===== config.mk =====
export PLATFORM = sky130hd
export DESIGN_NAME = scan_decoder
export DESIGN_NICKNAME = d
export VERILOG_FILES = /design/src/rtl/scan_decoder_pkg.sv /design/src/rtl/scan_decoder_tick_gen.sv /design/src/rtl/scan_decoder.sv
export SDC_FILE = /design/constraint.sdc
export NUM_CORES = 1
export LEC_CHECK = 0
export ABC_CLOCK_PERIOD_IN_PS = 2600
export CAP_MARGIN = 10
export CORE_AREA = 8 8 67 69
export CTS_BUF_LIST = sky130_fd_sc_hd__clkbuf_4
export DETAILED_ROUTE_END_ITERATION = 16
export DIE_AREA = 0 0 75 77
export PLACE_DENSITY = 0.8
export RECOVER_POWER = 50
export SYNTH_ARGS = -nofsm -noshare
export SYNTH_HDL_FRONTEND = slang
export SYNTH_HIERARCHICAL = 1
export SYNTH_SLANG_ARGS = --single-unit

===== constraint.sdc =====
create_clock -name clk -period 2.6 [get_ports clk]
set_input_delay 0.39 -clock clk [delete_from_list [all_inputs] [get_ports clk]]
set_output_delay 0.39 -clock clk [all_outputs]
set_load 0.005 [all_outputs]

===== src/rtl/scan_decoder_pkg.sv =====
// Shared types and helpers for the scan decoder and its prescaler.
package scan_decoder_pkg;

    typedef enum logic [1:0] {
        ST_OFF    = 2'd0,
        ST_DIRECT = 2'd1,
        ST_SCAN   = 2'd2
    } state_e;

    localparam logic MODE_DIRECT = 1'b0;
    localparam logic MODE_SCAN   = 1'b1;

    function automatic logic [31:0] onehot(input logic [4:0] i);
        return 32'd1 << i;
    endfunction

endpackage


===== src/rtl/scan_decoder_tick_gen.sv =====
// Parametrised prescaler: counts 0..PRESCALE-1 and flags the terminal count.
module tick_gen #(
    parameter int PRESCALE = 50000
) (
    input  logic clk,
    input  logic rst_n,
    input  logic clr,
    input  logic hold,
    output logic tick
);
    localparam int            CW = (PRESCALE > 1) ? $clog2(PRESCALE) : 1;
    localparam logic [CW-1:0] TC = CW'(PRESCALE - 1);

    logic [CW-1:0] cnt_q, cnt_d;

    always_comb begin
        cnt_d = cnt_q;
        if (clr) begin
            cnt_d = '0;
        end else if (!hold) begin
            cnt_d = (cnt_q == TC) ? '0 : cnt_q + CW'(1);
        end
    end

    always_ff @(posedge clk or negedge rst_n) begin
        if (!rst_n) begin
            cnt_q <= '0;
        end else begin
            cnt_q <= cnt_d;
        end
    end

    // A clear or hold in the same cycle swallows the terminal count.
    assign tick = (cnt_q == TC) & ~clr & ~hold;

endmodule


===== src/rtl/scan_decoder.sv =====
// Registered one-hot decoder with direct-select and prescaled auto-scan modes.
module scan_decoder
    import scan_decoder_pkg::*;
#(
    parameter int SEL_W    = 3,
    parameter int PRESCALE = 50000,
    parameter bit ACT_LOW  = 1'b0
) (
    input  logic                  clk,
    input  logic                  rst_n,
    input  logic                  en,
    input  logic                  mode,
    input  logic [SEL_W-1:0]      sel,
    output logic [(1<<SEL_W)-1:0] o,
    output logic [SEL_W-1:0]      idx,
    output logic                  wrap
);
    localparam int           N     = 1 << SEL_W;
    localparam logic [N-1:0] O_OFF = {N{ACT_LOW}};

    state_e           st_q, st_d;
    logic [SEL_W-1:0] idx_q, idx_d;
    logic [N-1:0]     o_q, o_d;
    logic             wrap_q, wrap_d;
    logic             presc_clr, presc_hold, tick;

    // The prescaler restarts whenever scan is not already running.
    assign presc_hold = ~en;
    assign presc_clr  = en & ((mode == MODE_DIRECT) | (st_q != ST_SCAN));

    tick_gen #(
        .PRESCALE (PRESCALE)
    ) u_tick (
        .clk   (clk),
        .rst_n (rst_n),
        .clr   (presc_clr),
        .hold  (presc_hold),
        .tick  (tick)
    );

    always_comb begin
        st_d   = st_q;
        idx_d  = idx_q;
        wrap_d = 1'b0;
        if (!en) begin
            st_d = ST_OFF;
        end else if (mode == MODE_DIRECT) begin
            st_d  = ST_DIRECT;
            idx_d = sel;
        end else if (st_q != ST_SCAN) begin
            st_d  = ST_SCAN;
            idx_d = sel;
        end else if (tick) begin
            idx_d  = idx_q + SEL_W'(1);
            wrap_d = (idx_q == {SEL_W{1'b1}});
        end
        // XOR with the inactive pattern applies the output polarity.
        o_d = O_OFF;
        if (en) begin
            o_d = N'(onehot(5'(idx_d))) ^ O_OFF;
        end
    end

    always_ff @(posedge clk or negedge rst_n) begin
        if (!rst_n) begin
            st_q   <= ST_OFF;
            idx_q  <= '0;
            o_q    <= O_OFF;
            wrap_q <= 1'b0;
        end else begin
            st_q   <= st_d;
            idx_q  <= idx_d;
            o_q    <= o_d;
            wrap_q <= wrap_d;
        end
    end

    assign o    = o_q;
    assign idx  = idx_q;
    assign wrap = wrap_q;

endmodule


Word level (Yosys, flattened, before mapping)
Cells that the tools add are included.
- $add $sub $neg: 2
- reductions and logical operators: 1
- equality and inequality tests: 4
- bitwise logic cells: 6
- shift-type cells: 1
- multiplexer cells: 15
- operators with widths (kind ; number):
    two-way mux 16 bit ; 3
    adder 16 x 1 -> 16 bit (second input constant) ; 1
    equality test 16 bit (second input constant) ; 1
    two-way mux 3 bit ; 4
    two-way mux 8 bit ; 1
    << shifter 1 x 3 -> 8 bit (first input constant) ; 1
    two-way mux 2 bit ; 3
    two-way mux 1 bit ; 4
    adder 3 x 1 -> 3 bit (second input constant) ; 1
    bitwise AND 1 bit ; 3
    equality test 3 bit (second input constant) ; 1
    inequality test 3 x 2 -> 1 bit (second input constant) ; 1
    inequality test 2 bit (second input constant) ; 1
    NOT 1 bit ; 2
    nonzero test 2 bit ; 1
    OR 1 bit ; 1
- input port bits: 7
- word-level logic and storage cells: 34
- bits in registers: 30
- output and inout bits: 12

Depth between registers and ports, before layout
- depth in word-level cells: 12
- depth in mapped cells: 10
- gate-level depth less buffers: 9

By module
Netlist, hierarchy kept.
- modules (own cells, without submodules) (module ; times used ; seq. area each (µm²) ; area an instance (µm²) ; cells an instance):
    tick_gen ; 1 ; 400.4 ; 1014.7 ; 106
    scan_decoder ; 1 ; 350.3 ; 628.1 ; 47

Worst setup path before layout
Ideal clock, no wire load.
- path type: register -> register
- start: register u_tick.cnt_q[4]
- end: register o_q[4], in the netlist o[4]
- slack: 0.444 ns
- library setup time: 0.086 ns
- arrival time: 2.070 ns
- required time: 2.514 ns
- path buffers: 0
- cell stages (with the launch flop): 9
- period minus slack after synthesis: 2.156 ns
- cells stage by stage: dfrtp_1 -> or4b_4 -> nor2_1 -> and4_1 -> nand4b_1 -> o22ai_2 -> o2bb2ai_4 -> inv_2 -> nor3_1
- longest elaborated chain between the ends: 9
- ends and longest elaborated chain (item ; line ; source):
    from (decl) ; scan_decoder_tick_gen.sv:14 ; logic [CW-1:0] cnt_q, cnt_d;
    from (signal assigned) ; scan_decoder_tick_gen.sv:29 ; cnt_q <= cnt_d;
    equality test 16 bit ; scan_decoder_tick_gen.sv:34 ; assign tick = (cnt_q == TC) & ~clr & ~hold;
    bitwise AND 1 bit (2 in a row) ; scan_decoder_tick_gen.sv:34 ;
    via tick ; scan_decoder.sv:25 ; logic presc_clr, presc_hold, tick;
    two-way mux 3 bit ; scan_decoder.sv:53 ; end else if (tick) begin
    two-way mux 3 bit ; scan_decoder.sv:50 ; end else if (st_q != ST_SCAN) begin
    two-way mux 3 bit ; scan_decoder.sv:47 ; end else if (mode == MODE_DIRECT) begin
    two-way mux 3 bit ; scan_decoder.sv:45 ; if (!en) begin
    via idx_d[0] ; scan_decoder.sv:22 ; logic [SEL_W-1:0] idx_q, idx_d;
    << shifter 1 x 3 -> 8 bit ; scan_decoder_pkg.sv:14 ; return 32'd1 << i;
    two-way mux 8 bit ; scan_decoder.sv:59 ; if (en) begin
    via o_d[4] ; scan_decoder.sv:23 ; logic [N-1:0] o_q, o_d;
    to (signal assigned) ; scan_decoder.sv:68 ; o_q <= O_OFF;
    to (signal assigned) ; scan_decoder.sv:73 ; o_q <= o_d;
    to (decl) ; scan_decoder.sv:23 ;
The timed path passes the listed nets, and every way through them passes these cells.
A chain may end at the register's enable or synchronous reset.

Final worst setup path
- start: register u_tick.cnt_q[4]
- end: register o_q[1], in the netlist o[1]
- longest elaborated chain between the ends: 9
- ends and longest elaborated chain (item ; line):
    equality test 16 bit ; scan_decoder_tick_gen.sv:34
    bitwise AND 1 bit (2 in a row) ; scan_decoder_tick_gen.sv:34
    via tick ; scan_decoder.sv:25
    two-way mux 3 bit ; scan_decoder.sv:53
    two-way mux 3 bit ; scan_decoder.sv:50
    two-way mux 3 bit ; scan_decoder.sv:47
    two-way mux 3 bit ; scan_decoder.sv:45
    << shifter 1 x 3 -> 8 bit ; scan_decoder_pkg.sv:14
    two-way mux 8 bit ; scan_decoder.sv:59
    via o_d[1] ; scan_decoder.sv:23
The timed path passes the listed nets, and every way through them passes these cells.

==> out/metrics.cfg <==
[outcome]
outcome=finished with violations
violations=max-capacitance violations, max-slew violations

[synthesis]
synth_cells=153
synthTopCellsByArea=dfrtp_1 46%, nor3_1 4.3%, xnor2_1 3.7%
ys_async_sr_fraction=1.00
synth_area_um2=1640
yosysSeqAreaShare=0.457
yosys_most_used_dff=dfrtp_1
ys_seq_elements=30
synth_top_cell_area_share=0.457
synth_warnings=6
yosysTopAreaCell=dfrtp_1
avgSynthCellArea_um2=10.7
synth_edf_count=0
ys_types=47
syn_nets=163

[cts]
clk_latency_ps=340
cts_max_path_buffers=2
clk_pin_slew_ps=100
cts-buffers-inserted=5
ctsHoldBuffers=0
clockRootBuffer=clkbuf_4
cts_max_level=2
tritoncts=done
clock_sinks=30

[layout]
multi_input_area_um2=838
seq_area_um2=752
nFillCells=299
diodes=0
final_common_cell=dfrtp_1
areaGrowthSynthToFinish_pct=20.9
layout_common_cells=29 x dfrtp_1, 16 x nor2_1, 14 x clkdlybuf4s50_1, 13 x nor3_1, 11 x nand2_1
final_nets=194
drive_above_1_share=0.173

[min_path]
hold_path.class=reg -> reg

[timing]
slew_headroom=-0.0280
grt_setup_unrepaired=no
fin_crit_ps=2410
finalMaxSlewViolations=31
tns_ps=0
fin_crit_sh=0.926
fin_ws_ps=191
setup_viol=0
fmax_mhz=415
finClkSkew_ps=11.6
final_hold_viol_count=0
worst_pin_slew_ps=1540

[power]
p_leak_nw=0.801
share_seq_of_total_power=0.556
power.density_nw_per_um2=455
p_int_mw=0.649
fin_total_pwr_mw=0.903
p_sw_frac=0.281
peakVddDrop_mv=0.229
power_switching_mw=0.254
p_comb_frac=0.142
clkPwrFrac=0.301

[placed_design]
dp_slack_ps=66.5
gp_congestion=0.847
io_buffers=18
hpwl_um=2710

[floorplanning]
die_y_um=77
start_util=0.470
core_um2=3500
pin_count=19
die_w_um=75
die_area_um2=5780
rows=22

[global_routing]
grt_pass1_wl_um=6090
grt_max_degree=31
grt_pass1_vias=1318
track_usage=0.137
antenna_found_initial=0
gr-total-overflow=0

[setup_path]
crit_path_max_fanout=6
crit_required_ps=2850
arrival_ps=2650
critPathKind=reg -> reg
startpoint_type=flop
end_kind=flop

[routing]
ant_nets=0
routedWlPerCell_um=15.6
via_count=1342
firstDrtPassIters=4
drt-total-wl_um=3640
drc=0
vias_per_cell=5.76
drt-initial-drc-count=68

[flow_run]
maxCapViolCount=1

sequential cells by signal, indices dropped and copies added, names as in the netlist:
name,count
wrap,1
o,8
st_q,2
u_tick/cnt_q,16
idx,3
timing repair:
action / in CTS / in global routing
resized for setup: 0 / 2
setup buffers: 0 / 0
setup endpoints to repair: 0 / 3
cell usage after synthesis (4+ instances only):
cell	count
nand4_1	4
xnor2_1	7
dfrtp_1	30
or4_1	5
a211oi_1	6
nand2_1	11
nor3_1	14
nor2_1	16
per-layer routing:
| layer | vias to the layer above | global-route usage | wire length [um] |
|---|---|---|---|
| met2 | 52 | 0.218 | 1760 |
| met4 | 0 | 0.0706 | 108 |
| met1 | 648 | 0.155 | 1500 |
| met5 | - | 0 | 0 |
| met3 | 15 | 0.0468 | 270 |
| li1 | 627 | - | - |
stage by stage:
| step | instance area, um^2 | util | hold slack [ps] | std cells |
|---|---|---|---|---|
| floorplan | 1640 | - | 94.4 | 153 |
| global placement | 1930 | 0.552 | 516 | 225 |
| detailed placement | 1930 | 0.552 | 526 | 225 |
| CTS | 1980 | 0.567 | 429 | 233 |
| global route | 1990 | 0.568 | 583 | 233 |
| finish | 1990 | 0.568 | 550 | 233 |
logic make-up (layout without fill, tap and decap cells):
family | count (synthesis) | in the layout | synth area share
xor+xnor | 7 | 7 | 0.0373
mux | 3 | 3 | 0.0198
compound gates | 29 | 29 | 0.179
fa+ha+maj | 3 | 3 | 0.0229
simple gates | 70 | 70 | 0.248
buf+inv | 11 | 43 | 0.0358
flops | 30 | 30 | 0.457
critical path, cell delays in order (launching register included):
cell and delay, ps:
dfrtp_2 480, or4b_4 560, nor2_1 90, and4_1 250, mux2_2 350, mux2i_1 170
nand2_1 170, nor3_1 250
cell type report:
| cell class | count | share of cell area |
|---|---|---|
| clock inverters | 3 | 0.00819 |
| flip-flops and latches | 30 | 0.379 |
| repair buffers | 29 | 0.130 |
| clock buffers | 5 | 0.0189 |
| multi-input cells | 112 | 0.422 |
| inverters | 6 | 0.0113 |
| well taps | 48 | 0.0302 |
power groups by stage:
stage / sequential [mW] / combinational [mW] / clock [mW]
4_1_cts: 0.502 / 0.131 / 0.283
3_3_place_gp: 0.511 / 0.127 / 0
5_1_grt: 0.505 / 0.142 / 0.307
6_report: 0.502 / 0.128 / 0.272
2_1_floorplan: 0.510 / 0.0686 / 0
3_5_place_dp: 0.512 / 0.131 / 0
final timing paths:
check                                     start               to  slack, ps  cells past startpoint
worst max-delay path            u_tick/cnt_q[4]             o[1]        190                      7
worst min-delay path            u_tick/cnt_q[1]  u_tick/cnt_q[1]        550                      1
max in group asynchronous                 rst_n  u_tick/cnt_q[4]        650                      2
min in group asynchronous                 rst_n             wrap        950                      2
worst min register to register  u_tick/cnt_q[1]  u_tick/cnt_q[1]        550                      1
worst max register to register  u_tick/cnt_q[4]             o[1]        190                      7
No activity file was read; power rests on OpenSTA's default activity.
